==> src/rtl/fb_port_arbiter.sv <==
// fb_port_arbiter: two-port frame-buffer arbiter with round-robin bursts and a registered memory strobe.
// Define FB_ARB_FIXED_PRIO_EN to give requester 0 absolute priority instead.
module fb_port_arbiter #(
  parameter int ADDR_W    = 15,
  parameter int DATA_W    = 3,
  parameter int MAX_BURST = 4
) (
  input  logic              CLOCK_50,
  input  logic              resetn,
  input  logic              req0,
  input  logic              req1,
  input  logic              we0,
  input  logic              we1,
  input  logic [ADDR_W-1:0] addr0,
  input  logic [ADDR_W-1:0] addr1,
  input  logic [DATA_W-1:0] wdata0,
  input  logic [DATA_W-1:0] wdata1,
  output logic              gnt0,
  output logic              gnt1,
  output logic              rvalid0,
  output logic              rvalid1,
  output logic [DATA_W-1:0] rdata0,
  output logic [DATA_W-1:0] rdata1,
  output logic              mem_en,
  output logic              mem_we,
  output logic [ADDR_W-1:0] mem_addr,
  output logic [DATA_W-1:0] mem_wdata,
  input  logic [DATA_W-1:0] mem_rdata
);
  typedef enum logic [1:0] {IDLE, OWN0, OWN1} state_t;
  localparam logic [3:0] MAXB = 4'(MAX_BURST);
  state_t state_q, state_d, other;
  logic [3:0] cnt_q, cnt_d, cnt_inc;
  logic rr_q, rr_d;
  logic sel, xfer, hold_req, oth_req, we_sel;
  logic en_q, we_q, rd1_q, tag1_q, rd2_q, tag2_q, rv0_q, rv1_q;
  logic [ADDR_W-1:0] addr_q;
  logic [DATA_W-1:0] wdata_q, rdata_q;

  assign sel      = state_q == OWN1;
  assign hold_req = sel ? req1 : req0;
  assign oth_req  = sel ? req0 : req1;
  assign xfer     = state_q != IDLE && hold_req;
  assign we_sel   = sel ? we1 : we0;
  assign other    = sel ? OWN0 : OWN1;
  assign cnt_inc  = cnt_q == MAXB ? cnt_q : cnt_q + 4'd1;

  always_ff @(posedge CLOCK_50) begin
    if (!resetn) begin
      state_q <= IDLE;
      cnt_q   <= '0;
      rr_q    <= 1'b0;
    end else begin
      state_q <= state_d;
      cnt_q   <= cnt_d;
      rr_q    <= rr_d;
    end
  end

  // rr_q names the requester that wins the next contention seen from IDLE
  always_comb begin
    state_d = state_q;
`ifdef FB_ARB_FIXED_PRIO_EN
    if (state_q == IDLE)
      state_d = req0 ? OWN0 : req1 ? OWN1 : IDLE;
    else if (!hold_req)
      state_d = oth_req ? other : IDLE;
    else if (sel && req0)
      state_d = OWN0;
`else
    if (state_q == IDLE)
      state_d = (req0 && req1) ? (rr_q ? OWN1 : OWN0) : req0 ? OWN0 : req1 ? OWN1 : IDLE;
    else if (!hold_req)
      state_d = oth_req ? other : IDLE;
    else if (oth_req && cnt_inc == MAXB)
      state_d = other;
`endif
    cnt_d = state_d != state_q ? 4'd0 : xfer ? cnt_inc : cnt_q;
    rr_d  = state_q == OWN0 ? 1'b1 : state_q == OWN1 ? 1'b0 : rr_q;
  end

  always_comb begin
    gnt0 = state_q == OWN0;
    gnt1 = state_q == OWN1;
  end

  // read tags ride two stages so the return lines up with synchronous memory data
  always_ff @(posedge CLOCK_50) begin
    if (!resetn) begin
      en_q    <= 1'b0;
      we_q    <= 1'b0;
      addr_q  <= '0;
      wdata_q <= '0;
      rd1_q   <= 1'b0;
      tag1_q  <= 1'b0;
      rd2_q   <= 1'b0;
      tag2_q  <= 1'b0;
      rv0_q   <= 1'b0;
      rv1_q   <= 1'b0;
      rdata_q <= '0;
    end else begin
      en_q    <= xfer;
      we_q    <= xfer && we_sel;
      addr_q  <= xfer ? (sel ? addr1 : addr0) : addr_q;
      wdata_q <= xfer ? (sel ? wdata1 : wdata0) : wdata_q;
      rd1_q   <= xfer && !we_sel;
      tag1_q  <= sel;
      rd2_q   <= rd1_q;
      tag2_q  <= tag1_q;
      rv0_q   <= rd2_q && !tag2_q;
      rv1_q   <= rd2_q && tag2_q;
      rdata_q <= mem_rdata;
    end
  end

  assign mem_en    = en_q;
  assign mem_we    = we_q;
  assign mem_addr  = addr_q;
  assign mem_wdata = wdata_q;
  assign rvalid0   = rv0_q;
  assign rvalid1   = rv1_q;
  assign rdata0    = rdata_q;
  assign rdata1    = rdata_q;
endmodule

==> config.mk <==
export PLATFORM = sky130hd
export DESIGN_NAME = fb_port_arbiter
export DESIGN_NICKNAME = d
export VERILOG_FILES = /design/src/rtl/fb_port_arbiter.sv
export SDC_FILE = /design/constraint.sdc
export NUM_CORES = 1
export LEC_CHECK = 0
export ABC_AREA = 1
export BUFFER_PORTS_ARGS = -buffer_cell sky130_fd_sc_hd__buf_2
export CORE_UTILIZATION = 40
export DETAILED_ROUTE_END_ITERATION = 16
export GPL_ROUTABILITY_DRIVEN = 0
export GPL_TIMING_DRIVEN = 0
export PLACE_DENSITY = 0.7
export SETUP_SLACK_MARGIN = 0.5
export SLEW_MARGIN = 40
export SYNTH_ARGS = -nofsm -noshare
export SYNTH_HDL_FRONTEND = slang
export SYNTH_SLANG_ARGS = --single-unit
==> constraint.sdc <==
create_clock -name CLOCK_50 -period 3.1 [get_ports CLOCK_50]
set_input_delay 0.155 -clock CLOCK_50 [delete_from_list [all_inputs] [get_ports CLOCK_50]]
set_output_delay 0.155 -clock CLOCK_50 [all_outputs]
set_load 0.05 [all_outputs]
==> results of run 1 <==
-- metrics by stage --
step                      total power, uW  setup WS [ns]
after floorplan                       705           1.12
after global placement                780           1.06
after detailed placement              782           1.02
after CTS                            1130           1.00
after global routing                 1190          0.746
final                                1130          0.984
-- layout by cell type, fill, tap and decap left out, types with 2 or more instances in the layout --
cell type	count
inv_2	2
a21oi_1	4
o21ai_0	26
inv_1	18
buf_2	77
nor2_1	14
buf_4	3
nand3_1	5
nand2_2	2
ha_1	5
dfxtp_1	36
nor2_2	3
a31oi_1	18
clkbuf_1	7
clkbuf_8	6
nand2_1	68
-- cell families (layout without fill, tap and decap cells) --
kind of cell	count (synthesis)	after routing
AOI/OAI and AO/OA	50	50
DFF	36	36
muxes	1	1
buffers and inverters	34	115
and+or+nand+nor	95	95
adders and majority gates	5	5
-- critical path, cell delays in order (launching register included) --
cell and delay (ns):
dfxtp_1 0.38, inv_1 0.11, ha_1 0.29, inv_2 0.12, nor2_1 0.05, a21oi_1 0.16
nand2_1 0.18, inv_2 0.17, clkbuf_1 0.38, a31oi_1 0.14
-- metal layers --
metal	GRT usage, %	part of all wire (%)	up-vias
met2	31.0	45	64
li1	-	-	876
met4	7.34	1.6	0
met1	23.5	46	734
met5	0	0	-
met3	6.77	7.4	9
-- cell type report --
type	count	area, um2	share of cell area, %
Inverter	20	75.1	3.55
Buffer	14	68.8	3.25
Tap cell	48	60.1	2.84
Timing Repair Buffer	73	365	17.3
Clock buffer	6	82.6	3.90
Clock inverter	2	13.8	0.650
Sequential cell	36	721	34.0
Multi-Input combinational cell	151	731	34.5
-- path summary, 6_finish.rpt --
path	to	cells past startpoint	slack (ns)	startpoint
max	mem_addr[7]$_SDFFE_PN0P_	9	0.98	state_q[0]$_SDFF_PN0_
min	rdata0[1]$_SDFF_PN0_	3	0.04	mem_rdata[1]
max reg2reg	mem_addr[7]$_SDFFE_PN0P_	9	0.98	state_q[0]$_SDFF_PN0_
min reg2reg	rvalid0$_SDFF_PN0_	1	0.41	tag2_q$_SDFF_PN0_
-- report_power, final --
part / internal, uW / switching [uW]
registers: 492 / 15.5
clock network: 181 / 174
logic: 77.6 / 187
-- state kept, by name (all words and copies together) (netlist names) --
signal	cells
mem_addr	15
cnt_q	4
mem_wdata	3
rdata0	3
state_q	2
mem_en	1
mem_we	1
rd1_q	1
rd2_q	1
rr_q	1
rvalid0	1
rvalid1	1
tag1_q	1
tag2_q	1
==> results.tsv, run 1 <==
metric	value	unit
Clock Sinks	36	
fillers	391	
Compound-Gate Fraction of Synth Area	17.3	%
Syn Std Cell Area	1600	um2
post-route design area	2120	um2
Final Skew	0.00289	ns
Final period util	68.3	%
layout cells sized above 1	31.5	%
RSZ-0062 raised after global routing	no	
ys async rst share	0	%
DRT Wirelength	3860	um
run status	finished, final reports clean	
CP endpoint kind	flip-flop	
# diodes	0	
top_reg_cell synth	dfxtp_1	
CTS H-tree depth	2	
fin. max-slew vios	0	
vias in the first global route	1431	
Syn Nets	271	
hold_ws	0.0426	ns
CTS Buf Count	5	
largest net degree at the start of global routing	13	
post-synthesis mux area share	0.627	%
main area contributors after synthesis	dfxtp_1 (45%), nand2_1 (16%), o21ai_0 (8.2%)	
max-cap viol count	0	
initial antenna violation count	0	
Critical Path Fanout Max	10	
Die Wd	65.2	um
TritonCTS clock tree	yes	
Remaining Overflow, GRT	0	
per-cell routed wire length	11.0	um
library cells used by synthesis	21	
Leak	0.00112	uW
main combinational cell family by area after synthesis	simple AND/OR/NAND/NOR gates	
synth cell count leaders	nand2_1 (68), dfxtp_1 (36), o21ai_0 (26)	
register bit total from synthesis	36	
Area Growth Syn to Fin	32.7	%
post-synth top area share	45.2	%
Slew headroom	70.7	%
most common cell in the netlist	nand2_1	
chip height	65.2	um
Placed Instance Area	2020	um2
ANT nets after route	0	
first-pass GRT wire length	6210	um
final setup violating endpoints	0	
clock-pin slew on the worst setup and hold paths	0.07	ns
VDD IR max	0.248	mV
setup_tns	0	ns
Final Critical Period	2.12	ns
nets@finish	351	
GRT Util Overall	19.2	%
Skew-Pair Late Insertion Delay	0.29	ns
cell taking the most area after synthesis	dfxtp_1	
Gate Count Post-Synth	221	
register area share after synthesis	45.2	%
Final Hold Viols	0	
DR pass1 iterations	4	
number of port buffers	73	
# hold bufs at CTS	0	
CTS resizes	0	
Yosys warning count	0	
iteration-0 DRC count of the detailed router	48	
CP Launch Type	flip-flop	
final cell count without fillers	350	
vias per cell	4.81	
achievable clock frequency	0.473	GHz
Ports	75	
detailed placement HPWL	2880	um
FP Rows	22	
Hold Crit Class	input port to flip-flop	
placed cells	342	
# Post-CTS Setup Buffers	0	
arrival time at the worst endpoint	2.27	ns
Initial Utilization	42.6	%
clock root cell	clkbuf_8	
CP Class	flip-flop to flip-flop	
Mean Syn Cell Area	7.22	um2
Post-synth EDFFs	0	
CP Data Required Time	3.26	ns
simple logic cell fraction of the synthesized area	24.0	%
Die ar.	4240	um2
number of remaining DRC errors	0	
CTS max path bufs	2	
Post-Synth XOR/XNOR Area	0	%
worst-margin pin slew	0.440	ns
Finished Core Util	56.6	%
Power Density	532	nW/um2
adder-cell share of the synthesized area	3.92	%
Vias	1683	
Core Region	3740	um2
No activity file was read; power rests on OpenSTA's default activity.
==> run 2, diff against run 1 <==
- PLACE_DENSITY: 0.7 -> 0.73
- clock period: 3.1 -> 1.75 ns (I/O delays scaled with it)
==> run 2 against run 1 <==
Effect of this change:
- the flow now finishes with violations (setup timing)
- via count up 13%
- wire length up 35%
- die area unchanged
- non-clock buffer count up 28
- critical path type unchanged
- flip-flop and latch count unchanged
- clock skew up 0.0052 ns
- clock-buffer cell count down 1
- hold slack better by 0.0025 ns
- sequential power up 79%
- core utilization up 14 points
- sequential share of layout area down 6.6 points
- clock power up 66%
==> results.tsv, run 2 (synthesized netlist as in run 1, its figures left out) <==
metric	value	unit
Initial Utilization	42.6	%
TritonCTS clock tree	yes	
max-cap viol count	0	
Ports	75	
critical hold path startpoint	addr1[3]	
per-cell routed wire length	13.7	um
Final period util	105	%
Clock Sinks	36	
CP Data Required Time	1.93	ns
final worst slack	-0.0834	ns
sequential cell area	728	um2
VDD IR max	0.515	mV
achievable clock frequency	0.545	GHz
FP Rows	22	
fin. max-slew vios	0	
iteration-0 DRC count of the detailed router	96	
Final Skew	0.00813	ns
max reg flops	15	
DRT Wirelength	5190	um
DR pass1 iterations	4	
GRT Util Overall	23.5	%
clock-pin slew on the worst setup and hold paths	0.08	ns
CTS H-tree depth	2	
Placed Instance Area	2060	um2
CTS max path bufs	2	
initial antenna violation count	0	
vias in the first global route	1777	
final setup violating endpoints	4	
CP Launch Type	flip-flop	
Critical Path Fanout Max	4	
Area Growth Syn to Fin	66.3	%
Power Density	813	nW/um2
RSZ-0062 raised after global routing	yes	
largest net degree at the start of global routing	13	
Hold Crit Class	input port to flip-flop	
arrival time at the worst endpoint	2.01	ns
run status	complete, but fails checks	
CP Class	flip-flop to flip-flop	
Die Wd	65.2	um
Final Hold Viols	0	
final cell count without fillers	379	
r2r startpoint	cnt_q[0]$_SDFFE_PP0P_	
Slew headroom	53.7	%
CTS Buf Count	5	
nets@finish	380	
chip height	65.2	um
number of port buffers	73	
vias per cell	5.00	
commonest non-fill, non-tap cell in the layout	buf_2	
first-pass GRT wire length	7600	um
clock root cell	clkbuf_8	
detailed placement HPWL	2900	um
number of remaining DRC errors	0	
post-route design area	2650	um2
CP endpoint kind	flip-flop	
placed cells	342	
# diodes	0	
ANT nets after route	0	
Leak	0.00132	uW
Skew-Pair Late Insertion Delay	0.29	ns
total area of multi-input combinational cells	921	um2
worst-margin pin slew	0.695	ns
CP startpoint	cnt_q[0]$_SDFFE_PP0P_	
most frequent cells in the layout	buf_2 (72), nand2_1 (59), dfxtp_1 (32), a31oi_1 (18), buf_6 (16)	
Final Critical Period	1.83	ns
Core Region	3740	um2
Post-Place Setup Slack	0.00574	ns
Die ar.	4240	um2
failing checks	setup timing	
layout cells sized above 1	52.0	%
setup_tns	-0.311	ns
Remaining Overflow, GRT	0	
Vias	1894	
fillers	282	
-- run 2: cell count changes in the layout (fill, tap and decap cells not counted), moves of 8 or more --
cell / previous run / this run
nand2_1: 68 / 59
buf_4: 3 / 14
buf_6: 0 / 16
o21ai_0: 26 / 10
o21ai_2: 0 / 15
nand2_2: 2 / 10
-- run 2: power breakdown --
part | switching [uW] | internal (uW) | leakage (uW) | total [uW]
combinational | 407 | 251 | 0.000976 | 658
clock | 313 | 277 | 0.0000479 | 590
sequential | 37.7 | 871 | 0.000296 | 909
-- run 2: final timing paths --
path	to	slack, ns	depth (start not counted)
worst max-delay path	cnt_q[2]$_SDFFE_PP0P_	-0.08	14
worst min-delay path	mem_addr[3]$_SDFFE_PN0P_	0.05	3
worst max register to register	cnt_q[2]$_SDFFE_PP0P_	-0.08	14
worst min register to register	rvalid0$_SDFF_PN0_	0.41	1
-- run 2: stage by stage --
step	utilization (%)	total power, uW	hold slack, ns
global route	70.9	2250	0.0599
CTS	65.8	2080	0.0466
global placement	55.0	1390	0.274
finish	70.9	2160	0.0451
detailed placement	55.0	1400	0.276
floorplan	-	1260	0.185
-- run 2: what timing repair did --
action | CTS | global route
hold buffers | 3 | 0
gates cloned | 4 | 1
endpoints found under the hold margin | 3 | 0
pin swaps | 12 | 5
buffers inserted | 13 | 8
gates resized for setup | 57 | 42
endpoints found under the setup margin | 28 | 30
-- run 2: cell type report --
type | instances | share of cell area (%)
inverter | 20 | 3.11
multi-input combinational | 151 | 34.7
timing repair inverter | 1 | 0.283
sequential | 36 | 27.5
clock inverter | 3 | 0.708
clock buffer | 5 | 2.59
timing repair buffer | 101 | 24.6
tap | 48 | 2.26
buffer | 14 | 4.29
-- run 2: layer usage --
layer  up-vias  GRT usage (%)  routed length [um]
li1        941              -                   -
met1       862           25.8                2170
met2        77           43.0                2580
met3        14           5.38                 296
met4         0           10.3                 143
met5         -              0                   0
-- run 2: critical path: stages (launching register included) --
cell and delay [ns]:
dfxtp_2 0.34, buf_6 0.13, ha_4 0.15, inv_2 0.04
nand2_2 0.04, nand2_2 0.08, nor2_4 0.04, nor2_2 0.11
nand4_1 0.13, nand2_1 0.13, nand2_2 0.11, a21oi_2 0.22
nor2_4 0.07, nand2_4 0.09, nor2_1 0.04
==> run 3, diff against run 2 <==
- PLACE_DENSITY: 0.73 -> 0.76
- SETUP_SLACK_MARGIN: 0.5 -> not set
==> run 3 against run 2 <==
Effect of this change:
- sequential power down 0.9%
- first-iteration DRC count down 29%
- the flow still finishes with violations (setup timing)
- core utilization is 9.9 points lower
- clock skew is 0.0016 ns lower
- non-clock buffer count fell by 21
- via count decreased by 7.7%
- die area did not move
- total power is 6.1% lower
- register-to-register slack improved by 0.07 ns
- combinational power shrank 23%
- critical endpoint is now cnt_q[1]$_SDFFE_PP0P_
- global-route usage decreased by 4.6 points
- largest cell class unchanged
- flip-flop and latch count did not move
==> results.tsv, run 3 (synthesized netlist as in run 1, its figures left out) <==
metric	value	unit
P_sw	672	uW
Worst R2R Setup Slack	-0.02	ns
CP endpoint kind	flip-flop	
Skew-Pair Late Insertion Delay	0.29	ns
hold_ws	0.0526	ns
final worst slack	-0.0162	ns
Pint	1350	uW
Power Density	888	nW/um2
max reg flops	15	
TritonCTS clock tree	yes	
Remaining Overflow, GRT	0	
Die Wd	65.2	um
Area Growth Syn to Fin	43.0	%
Vias	1749	
failing checks	setup timing	
hold-critical path depth	3	
RSZ-0062 raised after global routing	yes	
ANT nets after route	0	
iteration-0 DRC count of the detailed router	68	
Ports	75	
max-cap viol count	0	
arrival time at the worst endpoint	1.94	ns
fin. max-slew vios	0	
Clock Sinks	36	
R2R Path End	cnt_q[1]$_SDFFE_PP0P_	
initial antenna violation count	0	
GRT Util Overall	19.0	%
per-cell routed wire length	11.1	um
clock-pin slew on the worst setup and hold paths	0.07	ns
Core Region	3740	um2
final setup violating endpoints	4	
vias per cell	4.90	
DR pass1 iterations	4	
Initial Utilization	42.6	%
layout cells sized above 1	38.8	%
detailed placement HPWL	2780	um
Slew headroom	66.4	%
vias in the first global route	1490	
number of remaining DRC errors	0	
post-route design area	2280	um2
fillers	365	
first-pass GRT wire length	6220	um
# diodes	0	
Hold Crit Class	input port to flip-flop	
Combinational Power Share	25.1	%
CTS Buf Count	5	
clock root cell	clkbuf_8	
FP Rows	22	
number of port buffers	73	
Hold Crit Endpoint	mem_addr[4]$_SDFFE_PN0P_	
Critical Path Fanout Max	4	
largest net degree at the start of global routing	12	
VDD IR max	0.586	mV
nets@finish	358	
Leak	0.00116	uW
Placed Instance Area	2030	um2
CP Class	flip-flop to flip-flop	
Final Skew	0.00650	ns
critical hold path startpoint	addr0[4]	
commonest non-fill, non-tap cell in the layout	buf_2	
Flop pwr share	44.5	%
CP Launch Type	flip-flop	
Die ar.	4240	um2
worst-margin pin slew	0.504	ns
Final Critical Period	1.77	ns
switching share of power	33.2	%
final total power	2030	uW
run status	complete, but fails checks	
CTS H-tree depth	2	
clock share of power	30.4	%
CP Data Required Time	1.93	ns
achievable clock frequency	0.566	GHz
r2r startpoint	cnt_q[1]$_SDFFE_PP0P_	
most frequent cells in the layout	buf_2 (75), nand2_1 (63), dfxtp_1 (32), o21ai_0 (26), a31oi_1 (18)	
chip height	65.2	um
Final period util	101	%
setup_tns	-0.0460	ns
Final Hold Viols	0	
DRT Wirelength	3980	um
worst reg2reg path depth	13	
CTS max path bufs	2	
-- run 3: cell types whose count changed in the layout (fill, tap and decap cells not counted), moves of 3 or more --
cell	previous run	this run
buf_2	72	75
o21ai_0	10	26
nand2_1	59	63
buf_6	16	1
nand2_2	10	6
buf_4	14	8
o21ai_2	15	0
clkbuf_1	2	5
-- run 3: area by class of cell --
| class | instances | area, um2 | share of cell area, % |
|---|---|---|---|
| tap | 48 | 60.1 | 2.63 |
| timing repair buffer | 80 | 429 | 18.8 |
| clock inverter | 1 | 7.51 | 0.329 |
| clock buffer | 7 | 86.3 | 3.78 |
| sequential | 36 | 728 | 31.9 |
| multi-input combinational | 151 | 812 | 35.6 |
| buffer | 14 | 77.6 | 3.40 |
| inverter | 20 | 80.1 | 3.51 |
-- run 3: stage by stage --
step / setup WS (ns) / instances / util [%]
floorplan: 0.0592 / 221 / -
global placement: -0.178 / 342 / 54.3
detailed placement: -0.174 / 342 / 54.3
CTS: 0.000763 / 355 / 58.3
global route: -0.130 / 357 / 60.9
finish: -0.0162 / 357 / 60.9
-- run 3: repair_timing --
item	4_1_cts	5_1_grt
buffers inserted	2	2
setup endpoints to repair	19	23
hold buffers	3	0
pin swaps	0	14
resized for setup	6	30
endpoints found under the hold margin	3	0
-- run 3: worst max-delay path, stage by stage (launching register included) --
cell and delay (ns):
dfxtp_4 0.37, inv_4 0.06, ha_4 0.15, nand2_4 0.06, nor2_4 0.17, nor2_4 0.06
nor2_4 0.11, nand4_1 0.14, nand2_1 0.11, nand2_2 0.06, a21oi_1 0.15, nor2_2 0.06
nand2_2 0.11, nor2_1 0.05
-- run 3: power groups by stage --
stage | logic [uW] | clock network (uW) | registers (uW)
final | 509 | 615 | 901
after global routing | 552 | 657 | 906
after CTS | 484 | 625 | 898
after detailed placement | 471 | 0 | 916
after global placement | 468 | 0 | 914
after floorplan | 194 | 0 | 1060
-- run 3: worst max-delay path by stage --
stage | end | startpoint | cells past startpoint
after floorplan | cnt_q[1]$_SDFFE_PP0P_ | state_q[0]$_SDFF_PN0_ | 13
after global placement | mem_addr[9]$_SDFFE_PN0P_ | state_q[0]$_SDFF_PN0_ | 9
after detailed placement | mem_addr[13]$_SDFFE_PN0P_ | state_q[0]$_SDFF_PN0_ | 9
after CTS | cnt_q[1]$_SDFFE_PP0P_ | state_q[0]$_SDFF_PN0_ | 15
after global routing | cnt_q[3]$_SDFFE_PP0P_ | cnt_q[1]$_SDFFE_PP0P_ | 14
final | cnt_q[1]$_SDFFE_PP0P_ | cnt_q[1]$_SDFFE_PP0P_ | 13
-- run 3: metal layers --
layer  global-route usage (%)  part of all wire (%)  routed length (um)  up-vias
met1                     22.7                    46                1810      803
met5                        0                     0                   0        -
met4                     8.42                   1.1                  44        0
li1                         -                     -                   -      888
met2                     32.7                    49                1950       53
met3                     3.82                   4.2                 168        5
